### config.mk
export PLATFORM = sky130hd
export DESIGN_NAME = hall_call_dispatcher
export DESIGN_NICKNAME = d
export VERILOG_FILES = /design/src/rtl/hall_call_dispatcher.sv
export SDC_FILE = /design/constraint.sdc
export NUM_CORES = 1
export LEC_CHECK = 0
export CORE_AREA = 2 2 113 115
export DETAILED_ROUTE_END_ITERATION = 8
export DIE_AREA = 0 0 115 117
export PLACE_DENSITY_LB_ADDON = 0.25
export SLEW_MARGIN = 15
export SYNTH_ARGS = -nofsm -noshare
export SYNTH_HDL_FRONTEND = slang
export SYNTH_SLANG_ARGS = --single-unit
### constraint.sdc
create_clock -name clk -period 3.97 [get_ports clk]
set_input_delay 0.397 -clock clk [delete_from_list [all_inputs] [get_ports clk]]
set_output_delay 0.397 -clock clk [all_outputs]
set_load 0.03 [all_outputs]
### src/rtl/hall_call_dispatcher.sv
// Hall-call latch and one-at-a-time cost-based assignment to two cars.
// Define DISPATCH_REASSIGN_EN to return unserved calls after CLAIM_TIMEOUT cycles.
module hall_call_dispatcher #(
  parameter int CLAIM_TIMEOUT = 64
) (
  input  logic        clk,
  input  logic        reset,
  input  logic [11:0] newHallButton,
  input  logic [2:0]  currentFloor1,
  input  logic [2:0]  currentFloor2,
  input  logic [1:0]  currentDirection1,
  input  logic [1:0]  currentDirection2,
  input  logic [11:0] servedHall1,
  input  logic [11:0] servedHall2,
  output logic [11:0] assignedHall1,
  output logic [11:0] assignedHall2,
  output logic [11:0] pendingHall,
  output logic        busy
);

  typedef enum logic [1:0] {
    S_IDLE,
    S_PICK,
    S_COST,
    S_GRANT
  } state_t;

  state_t      r_state;
  state_t      w_nxt;
  logic [11:0] r_pend;
  logic [11:0] r_asg1;
  logic [11:0] r_asg2;
  logic [3:0]  r_ptr;
  logic [3:0]  r_sel;
  logic [3:0]  r_cost1;
  logic [3:0]  r_cost2;

  logic [11:0] w_srv;
  logic [11:0] w_all;
  logic [11:0] w_gmask;
  logic [11:0] w_tmo;
  logic [3:0]  w_pick;
  logic [3:0]  w_cflr;
  logic [3:0]  w_c1;
  logic [3:0]  w_c2;
  logic [3:0]  w_pop1;
  logic [3:0]  w_pop2;
  logic        w_gnt;
  logic        w_win2;

  function automatic logic [3:0] f_cost(
    input logic [3:0] fl,
    input logic [2:0] car,
    input logic [1:0] dir
  );
    logic [3:0] cf;
    logic [3:0] c;
    cf = {1'b0, car};
    c  = (fl >= cf) ? fl - cf : cf - fl;
    if ((dir == 2'b01) && (fl < cf))
      c = c + 4'd8;
    if ((dir == 2'b10) && (fl > cf))
      c = c + 4'd8;
    return c;
  endfunction

  function automatic logic [3:0] f_pop(
    input logic [11:0] v
  );
    logic [3:0] n;
    n = '0;
    for (int i = 0; i < 12; i++)
      n = n + {3'b0, v[i]};
    return n;
  endfunction

  assign w_srv = servedHall1 | servedHall2;
  assign w_all = r_pend | r_asg1 | r_asg2;

  always_comb begin
    int idx;
    logic found;
    w_pick = r_ptr;
    found  = 1'b0;
    idx    = 0;
    for (int k = 0; k < 12; k++) begin
      idx = int'(r_ptr) + k;
      if (idx >= 12)
        idx = idx - 12;
      if (!found && r_pend[idx]) begin
        w_pick = 4'(idx);
        found  = 1'b1;
      end
    end
  end

  // Up calls sit at sel+1, down calls at sel-4
  assign w_cflr = (r_sel < 4'd6) ? r_sel + 4'd1 : r_sel - 4'd4;
  assign w_c1   = f_cost(w_cflr, currentFloor1, currentDirection1);
  assign w_c2   = f_cost(w_cflr, currentFloor2, currentDirection2);
  assign w_pop1 = f_pop(r_asg1);
  assign w_pop2 = f_pop(r_asg2);

  assign w_win2 = (r_cost2 < r_cost1) ||
                  ((r_cost2 == r_cost1) && (w_pop2 < w_pop1));

  assign w_gnt   = (r_state == S_GRANT) && r_pend[r_sel] && !w_srv[r_sel];
  assign w_gmask = w_gnt ? (12'b1 << r_sel) : 12'b0;

  always_comb begin
    w_nxt = r_state;
    unique case (r_state)
      S_IDLE:  if (|r_pend) w_nxt = S_PICK;
      S_PICK:  w_nxt = S_COST;
      S_COST:  w_nxt = S_GRANT;
      S_GRANT: w_nxt = S_IDLE;
      default: w_nxt = S_IDLE;
    endcase
  end

  always_ff @(posedge clk or negedge reset) begin
    if (!reset) begin
      r_state <= S_IDLE;
      r_ptr   <= '0;
      r_sel   <= '0;
      r_cost1 <= '0;
      r_cost2 <= '0;
    end else begin
      r_state <= w_nxt;
      if (r_state == S_PICK)
        r_sel <= w_pick;
      if (r_state == S_COST) begin
        r_cost1 <= w_c1;
        r_cost2 <= w_c2;
      end
      if (w_gnt)
        r_ptr <= (r_sel == 4'd11) ? 4'd0 : r_sel + 4'd1;
    end
  end

  // Service clears everything; grant never coincides with a served bit
  always_ff @(posedge clk or negedge reset) begin
    if (!reset) begin
      r_pend <= '0;
      r_asg1 <= '0;
      r_asg2 <= '0;
    end else begin
      r_pend <= (r_pend | (newHallButton & ~w_all) | w_tmo)
                & ~w_srv & ~w_gmask;
      r_asg1 <= (r_asg1 | (w_win2 ? 12'b0 : w_gmask))
                & ~w_srv & ~w_tmo;
      r_asg2 <= (r_asg2 | (w_win2 ? w_gmask : 12'b0))
                & ~w_srv & ~w_tmo;
    end
  end

`ifdef DISPATCH_REASSIGN_EN
  localparam logic [7:0] LP_LIM = 8'(CLAIM_TIMEOUT - 1);

  logic [7:0]  r_age [12];
  logic [11:0] w_own;

  assign w_own = r_asg1 | r_asg2;

  always_comb begin
    w_tmo = '0;
    for (int i = 0; i < 12; i++)
      w_tmo[i] = w_own[i] && (r_age[i] == LP_LIM);
  end

  always_ff @(posedge clk or negedge reset) begin
    if (!reset) begin
      for (int i = 0; i < 12; i++)
        r_age[i] <= '0;
    end else begin
      for (int i = 0; i < 12; i++)
        r_age[i] <= (w_own[i] && !w_srv[i] && !w_tmo[i]) ?
                    r_age[i] + 8'd1 : 8'd0;
    end
  end
`else
  assign w_tmo = '0;
`endif

  assign assignedHall1 = r_asg1;
  assign assignedHall2 = r_asg2;
  assign pendingHall   = r_pend;
  assign busy          = (r_state != S_IDLE);

endmodule

==> results of run 1 <==
## area by class of cell
| type | instances | area [µm²] |
|---|---|---|
| fill | 1041 | 4628 |
| multi-input combinational | 543 | 4516 |
| sequential | 54 | 1366 |
| timing repair buffer | 128 | 1182 |
| inverter | 76 | 285.3 |
| tap | 150 | 187.7 |
| clock buffer | 8 | 146.4 |
## cells in the mapped netlist (4+ instances only)
library cell | instances | area, µm²
nand4_1 | 5 | 31.28
a211oi_1 | 6 | 45.04
buf_2 | 6 | 30.03
o211ai_2 | 4 | 50.05
nor4_1 | 4 | 25.02
nand2_1 | 41 | 153.9
a2111oi_0 | 6 | 52.55
nor3_1 | 28 | 140.1
a21oi_1 | 69 | 345.3
nor2b_1 | 6 | 37.54
inv_1 | 72 | 270.3
nor2_1 | 43 | 161.4
a31oi_1 | 10 | 62.56
mux2_2 | 8 | 90.09
nand3b_1 | 5 | 37.54
o211ai_1 | 6 | 45.04
xor2_1 | 6 | 52.55
nand3_1 | 9 | 45.04
o21a_1 | 7 | 52.55
nor4b_1 | 5 | 43.79
mux4_2 | 9 | 202.7
dfrtp_1 | 54 | 1351
nand2b_1 | 6 | 37.54
clkbuf_1 | 8 | 30.03
ha_1 | 62 | 775.7
fa_1 | 18 | 360.4
xnor2_1 | 15 | 131.4
mux2i_1 | 27 | 270.3
o21ai_1 | 6 | 30.03
a21o_1 | 11 | 82.58
o21ai_0 | 31 | 155.2
and2_1 | 9 | 56.30
a21boi_0 | 4 | 30.03
nor3b_1 | 4 | 30.03
o22ai_1 | 5 | 31.28
and3_1 | 7 | 43.79
## critical path, stage by stage, from the launching register on
cell	delay, ps
dfrtp_2	370
inv_2	50
fa_1	600
fa_1	450
fa_1	500
fa_1	400
inv_1	70
ha_2	180
inv_2	40
fa_2	540
ha_4	200
a21oi_4	110
nor2b_2	60
o21ai_2	190
a41oi_4	250
nor2_2	200
a21oi_1	90
nor3_1	170
## cell families (layout without fill, tap and decap cells)
group                      count (synthesis)  count (layout)
DFF                                       54              54
muxes                                     47              47
adders and majority gates                 80              80
buffers and inverters                     97             212
AOI/OAI and AO/OA                        197             197
and+or+nand+nor                          195             195
xor gates and xnor gates                  24              24
## flip-flops by register name, summed over array words and instances, names as in the netlist
register / count
assignedHall2: 12
r_cost1: 4
r_state: 2
pendingHall: 12
r_sel: 4
assignedHall1: 12
r_cost2: 4
r_ptr: 4
## worst max path at each step
stage | slack [ps] | startpoint | to
6_report | -580 | assignedHall1[0]$_DFF_PN0_ | assignedHall2[5]$_DFF_PN0_
5_1_grt | -760 | assignedHall2[5]$_DFF_PN0_ | assignedHall2[8]$_DFF_PN0_
4_1_cts | -550 | assignedHall1[5]$_DFF_PN0_ | assignedHall2[4]$_DFF_PN0_
3_5_place_dp | -640 | assignedHall1[1]$_DFF_PN0_ | assignedHall1[5]$_DFF_PN0_
3_3_place_gp | -550 | assignedHall1[1]$_DFF_PN0_ | assignedHall1[10]$_DFF_PN0_
2_1_floorplan | -410 | assignedHall2[5]$_DFF_PN0_ | assignedHall2[10]$_DFF_PN0_
## power by group
part / switching [mW] / internal (mW)
registers: 0.162 / 0.661
logic: 3.55 / 2.64
clock network: 0.194 / 0.252
total: 3.90 / 3.55
## routing by layer
metal  vias up  global-route usage  routed length [µm]
met5         -                   0                   0
met4         0             0.09076                 504
met3        32             0.03450                 872
met2       196              0.5102                9504
met1      2834              0.3643                8033
li1       2733                   -                   -
## metrics by stage
stage / utilization / hold WS [ps] / setup WS, ps / TNS, ps
after floorplan: - / 101.4 / -412.0 / -8690
after global placement: 0.5945 / 360.9 / -552.5 / -12150
after detailed placement: 0.5945 / 363.2 / -644.6 / -14310
after CTS: 0.6114 / 59.96 / -548.9 / -12240
after global routing: 0.6241 / 68.28 / -761.7 / -16690
final: 0.6241 / 37.20 / -582.7 / -12830
## what timing repair did
action / CTS / global route
setup buffers: 1 / 6
resized for setup: 13 / 29
hold endpoints to repair: 0 / 0
endpoints found under the setup margin: 24 / 28
pin swaps: 7 / 15
==> run_results.csv, run 1 <==
group,metric,value,unit
logic_synthesis,synth_edf_count,0,
grt,grt_usage,0.2863,
pwr,finalPower,7.457,mW
route,ant_nets,0,
logic_synthesis,netlist_instances,694,
worst_setup_path,start_kind,"flop",
placement,routabilityCongestion,0.9458,
logic_synthesis,synth_cell_types,86,
worst_setup_path,r2r_start,"assignedHall1[0]$_DFF_PN0_",
layout,layout.cells.non_filler,959,
die,die_area,0.01346,mm²
route,viasPerCell,6.043,
die,die_h,117,µm
status,failed_checks,"negative setup slack",
sta,fin_worst_skew,6.769,ps
placement,placed_area,0.007320,mm²
logic_synthesis,ys_ff_latch,54,
grt,grt_pass1_vias,5890,
worst_setup_path,cp-end-kind,"flop",
logic_synthesis,synth_flop_cell,"dfrtp_1",
layout,layout_common_cells,"83 x clkdlybuf4s50_1, 68 x inv_1, 59 x a21oi_1",
placement,hpwl,14780,µm
logic_synthesis,avgSynthCellArea,8.757,µm²
sta,setup_viol,24,
sta,min_period,4553,ps
route,wl,18920,µm
layout,areaGrowthSynthToFinish,26.44,%
logic_synthesis,synthArstFlopShare,1.000,
logic_synthesis,synth_xor_xnor_area_share,0.03830,
logic_synthesis,synth_fa_ha_area_frac,0.1869,
pwr,pwr_density_cell,970.5,mW/mm²
worst_setup_path,r2r-end,"assignedHall2[5]$_DFF_PN0_",
logic_synthesis,synth_top_family_by_area,"compound AO/OA/AOI/OAI gates",
die,io_pins,85,
clock_network,postCtsHoldBufs,0,
grt,grt_first_pass_wirelength,30170,µm
pwr,leakage,3.352,nW
logic_synthesis,synth_nets,822,
logic_synthesis,synth-simple-area-share,0.1748,
sta,max-slew-margin-rel,0.5275,
clock_network,clk_latency,290,ps
layout,drive_gt1_frac,0.1829,
placement,dp.cells,944,
worst_setup_path,reg2reg_depth,17,
worst_setup_path,critPathKind,"flop to flop",
die,die-width,115,µm
layout,stdcell_area,0.007684,mm²
status,status,"finished with violations",
logic_synthesis,muxShareOfSynthArea,0.1013,
logic_synthesis,ys_seq_area_frac,0.2224,
clock_network,cts-buffers-inserted,5,
worst_setup_path,critPathArrivalTime,4760,ps
logic_synthesis,synth-compound-area-share,0.2096,
sta,drv_slew,0,
route,initialDrtViolationCount,415,
job,cap_violations,0,
pwr,ir_worst_vdd,0.0005645,V
layout,antenna_cells,0,
worst_setup_path,crit_fanout,5,
clock_network,cts.htree.levels,2,
clock_network,clkTransAtPathRegs,70,ps
clock_network,cts_sinks,54,
sta,finalCritPeriodShare,1.147,
grt,grt-ovfl-total,0,
sta,rsz0062_at_grt,"yes",
logic_synthesis,syn_area,0.006077,mm²
route,vias,5795,
grt,grt_max_degree,36,
route,avgRoutedWirePerCell,19.72,µm
worst_setup_path,cp_data_required_time,4170,ps
clock_network,cts_tree,"built",
layout,fin_nets,936,
min_path,hp-class,"primary input to async pin",
grt,antenna_found_initial,0,
sta,fin_ws,-582.7,ps
clock_network,clockBufferDepth,2,
sta,worst_pin_slew,708.7,ps
logic_synthesis,yosys_warnings,0,
die,rows,41,
route,dr.pass1.iters,5,
sta,hold_viol_final,0,
layout,layout_commonest_cell,"clkdlybuf4s50_1",
clock_network,clockRootBuffer,"clkbuf_16",
route,drc,0,
die,core,0.01231,mm²
sta,maxClockFrequency,219.7,MHz
placement,io_buffer_count,84,
die,start_util,0.4936,
worst_setup_path,r2r_setup_slack,-580,ps
Note: power is estimated with default switching activity, not from simulation.
==> run 2: changes to the inputs <==
Clock period 3.97 ns to 3.6 ns, I/O delays scaled along.
==> run 2 against run 1 <==
  * Via count rose by 4.6%
  * Critical path type unchanged
  * Largest power group unchanged
  * Sequential share of layout area fell by 1.1 points
  * Critical path depth did not move
  * The flow still finishes with violations (negative setup slack)
==> run_results.csv, run 2 (synthesized netlist as in run 1, its figures left out) <==
group,metric,value,unit
sta,setup_viol,24,
worst_setup_path,r2r-end,"assignedHall2[6]$_DFF_PN0_",
route,drc,0,
layout,stdcell_area,0.008199,mm²
sta,fin_tns_setup,-22030,ps
clock_network,clk_latency,300,ps
worst_setup_path,cp-startpoint,"assignedHall1[3]$_DFF_PN0_",
route,dr.pass1.iters,5,
die,io_pins,85,
layout,post-route-util,0.6660,
route,viasPerCell,6.007,
layout,antenna_cells,0,
placement,io_buffer_count,84,
die,die_area,0.01346,mm²
route,wl,20250,µm
sta,rsz0062_at_grt,"yes",
layout,areaGrowthSynthToFinish,34.92,%
route,initialDrtViolationCount,520,
layout,layout_commonest_cell,"buf_4",
worst_setup_path,cpMostUsedCell,"fa_1",
worst_setup_path,cpPeakStageDelay,610,ps
clock_network,clkTransAtPathRegs,70,ps
pwr,ir_worst_vdd,0.0007100,V
sta,hold_ws,69.15,ps
sta,max-slew-margin-rel,0.5734,
grt,grt_max_degree,31,
worst_setup_path,slowest_stage,"fa_1",
clock_network,clockRootBuffer,"clkbuf_16",
sta,finalCritPeriodShare,1.275,
die,die-width,115,µm
route,avgRoutedWirePerCell,20.07,µm
placement,place_ws,-1072,ps
clock_network,clockBufferDepth,2,
grt,grt_usage,0.3046,
placement,dp.cells,993,
layout,layout.cells.non_filler,1009,
job,cap_violations,0,
min_path,hp-class,"primary input to async pin",
sta,fin_worst_skew,6.649,ps
sta,hold_viol_final,0,
pwr,finalPower,9.252,mW
route,vias,6061,
grt,grt_first_pass_wirelength,31650,µm
worst_setup_path,reg2reg_depth,17,
status,failed_checks,"negative setup slack",
sta,drv_slew,0,
worst_setup_path,start_kind,"flop",
sta,min_period,4591,ps
worst_setup_path,crit_fanout,5,
worst_setup_path,crit_end,"assignedHall2[6]$_DFF_PN0_",
status,status,"finished with violations",
die,rows,41,
pwr,pwr_density_cell,1128,mW/mm²
worst_setup_path,cp-end-kind,"flop",
worst_setup_path,r2r_setup_slack,-990,ps
clock_network,postCtsHoldBufs,0,
die,start_util,0.4936,
layout,drive_gt1_frac,0.2549,
clock_network,cts_sinks,54,
worst_setup_path,critPathArrivalTime,4800,ps
grt,antenna_found_initial,0,
sta,maxClockFrequency,217.8,MHz
die,die_h,117,µm
grt,grt-ovfl-total,0,
grt,grt_pass1_vias,6179,
layout,fill_cells,987,
worst_setup_path,critPathKind,"flop to flop",
placement,hpwl,15830,µm
placement,routabilityCongestion,0.9752,
clock_network,cts_tree,"built",
layout,fin_nets,986,
layout,layout_common_cells,"91 x buf_4, 83 x clkdlybuf4s50_1, 65 x inv_1",
pwr,leakage,3.658,nW
worst_setup_path,r2r_start,"assignedHall1[3]$_DFF_PN0_",
sta,worst_pin_slew,639.9,ps
sta,fin_ws,-990.9,ps
worst_setup_path,cp_data_required_time,3810,ps
worst_setup_path,cp_cell_sequence,"inv_2, fa_1, fa_1, fa_1, fa_1, inv_1, ha_2, inv_2, fa_2, ha_4, a21oi_4, nor2b_4, o21ai_4, a41oi_4, nor2_4, a21oi_1, nor3_1",
route,ant_nets,0,
die,core,0.01231,mm²
clock_network,cts-buffers-inserted,5,
placement,placed_area,0.007676,mm²
clock_network,cts.htree.levels,2,
[run 2: cell count changes in the layout (fill, tap and decap cells not counted), moves of 3 or more]
| cell | previous run | this run |
|---|---|---|
| a21oi_1 | 59 | 55 |
| a211oi_2 | 0 | 3 |
| inv_2 | 5 | 9 |
| buf_4 | 42 | 91 |
| a211oi_1 | 6 | 3 |
| inv_1 | 68 | 65 |
[run 2: report_power, final]
group	switching (mW)	total (mW)	internal [mW]	leakage (nW)
clock network	0.224	0.522	0.298	0.0801
registers	0.157	0.886	0.729	0.685
logic	4.25	7.85	3.59	2.89
total	4.63	9.25	4.62	3.66
[run 2: area by class of cell]
class                   count  area [µm²]  area share
repair buffers            178        1553      0.1894
clock inverters             1       8.758    0.001068
well taps                 150       187.7     0.02289
flip-flops and latches     54        1366      0.1666
inverters                  76       286.5     0.03495
multi-input cells         543        4644      0.5665
clock buffers               7       152.6     0.01862
[run 2: worst max-delay path: cells and delay by family, from the launching register on]
family | cells | cell delay [ps]
flip-flops | 1 | 370
AO/OA/AOI/OAI | 4 | 630
buffers and inverters | 3 | 160
AND/OR/NAND/NOR | 3 | 450
adder cells (fa/ha/maj) | 7 | 2900
[run 2: timing repair]
action / 4_1_cts / 5_1_grt
pin swaps: 19 / 17
endpoints found under the setup margin: 28 / 28
gates cloned: 0 / 0
buffers inserted: 1 / 7
endpoints found under the hold margin: 0 / 0
gates resized for setup: 25 / 47
[run 2: worst min-delay path by stage]
stage,start,end
2_1_floorplan,reset,assignedHall1[0]$_DFF_PN0_
3_3_place_gp,reset,assignedHall2[6]$_DFF_PN0_
3_5_place_dp,reset,assignedHall1[4]$_DFF_PN0_
4_1_cts,reset,assignedHall1[4]$_DFF_PN0_
5_1_grt,reset,pendingHall[6]$_DFF_PN0_
6_report,reset,assignedHall1[4]$_DFF_PN0_
[run 2: layer usage]
layer,vias to the layer above,part of all wire,GRT usage
met5,-,0,0
li1,2829,-,-
met2,254,0.51,0.5373
met4,0,0.036,0.1293
met1,2922,0.40,0.3760
met3,56,0.055,0.04171
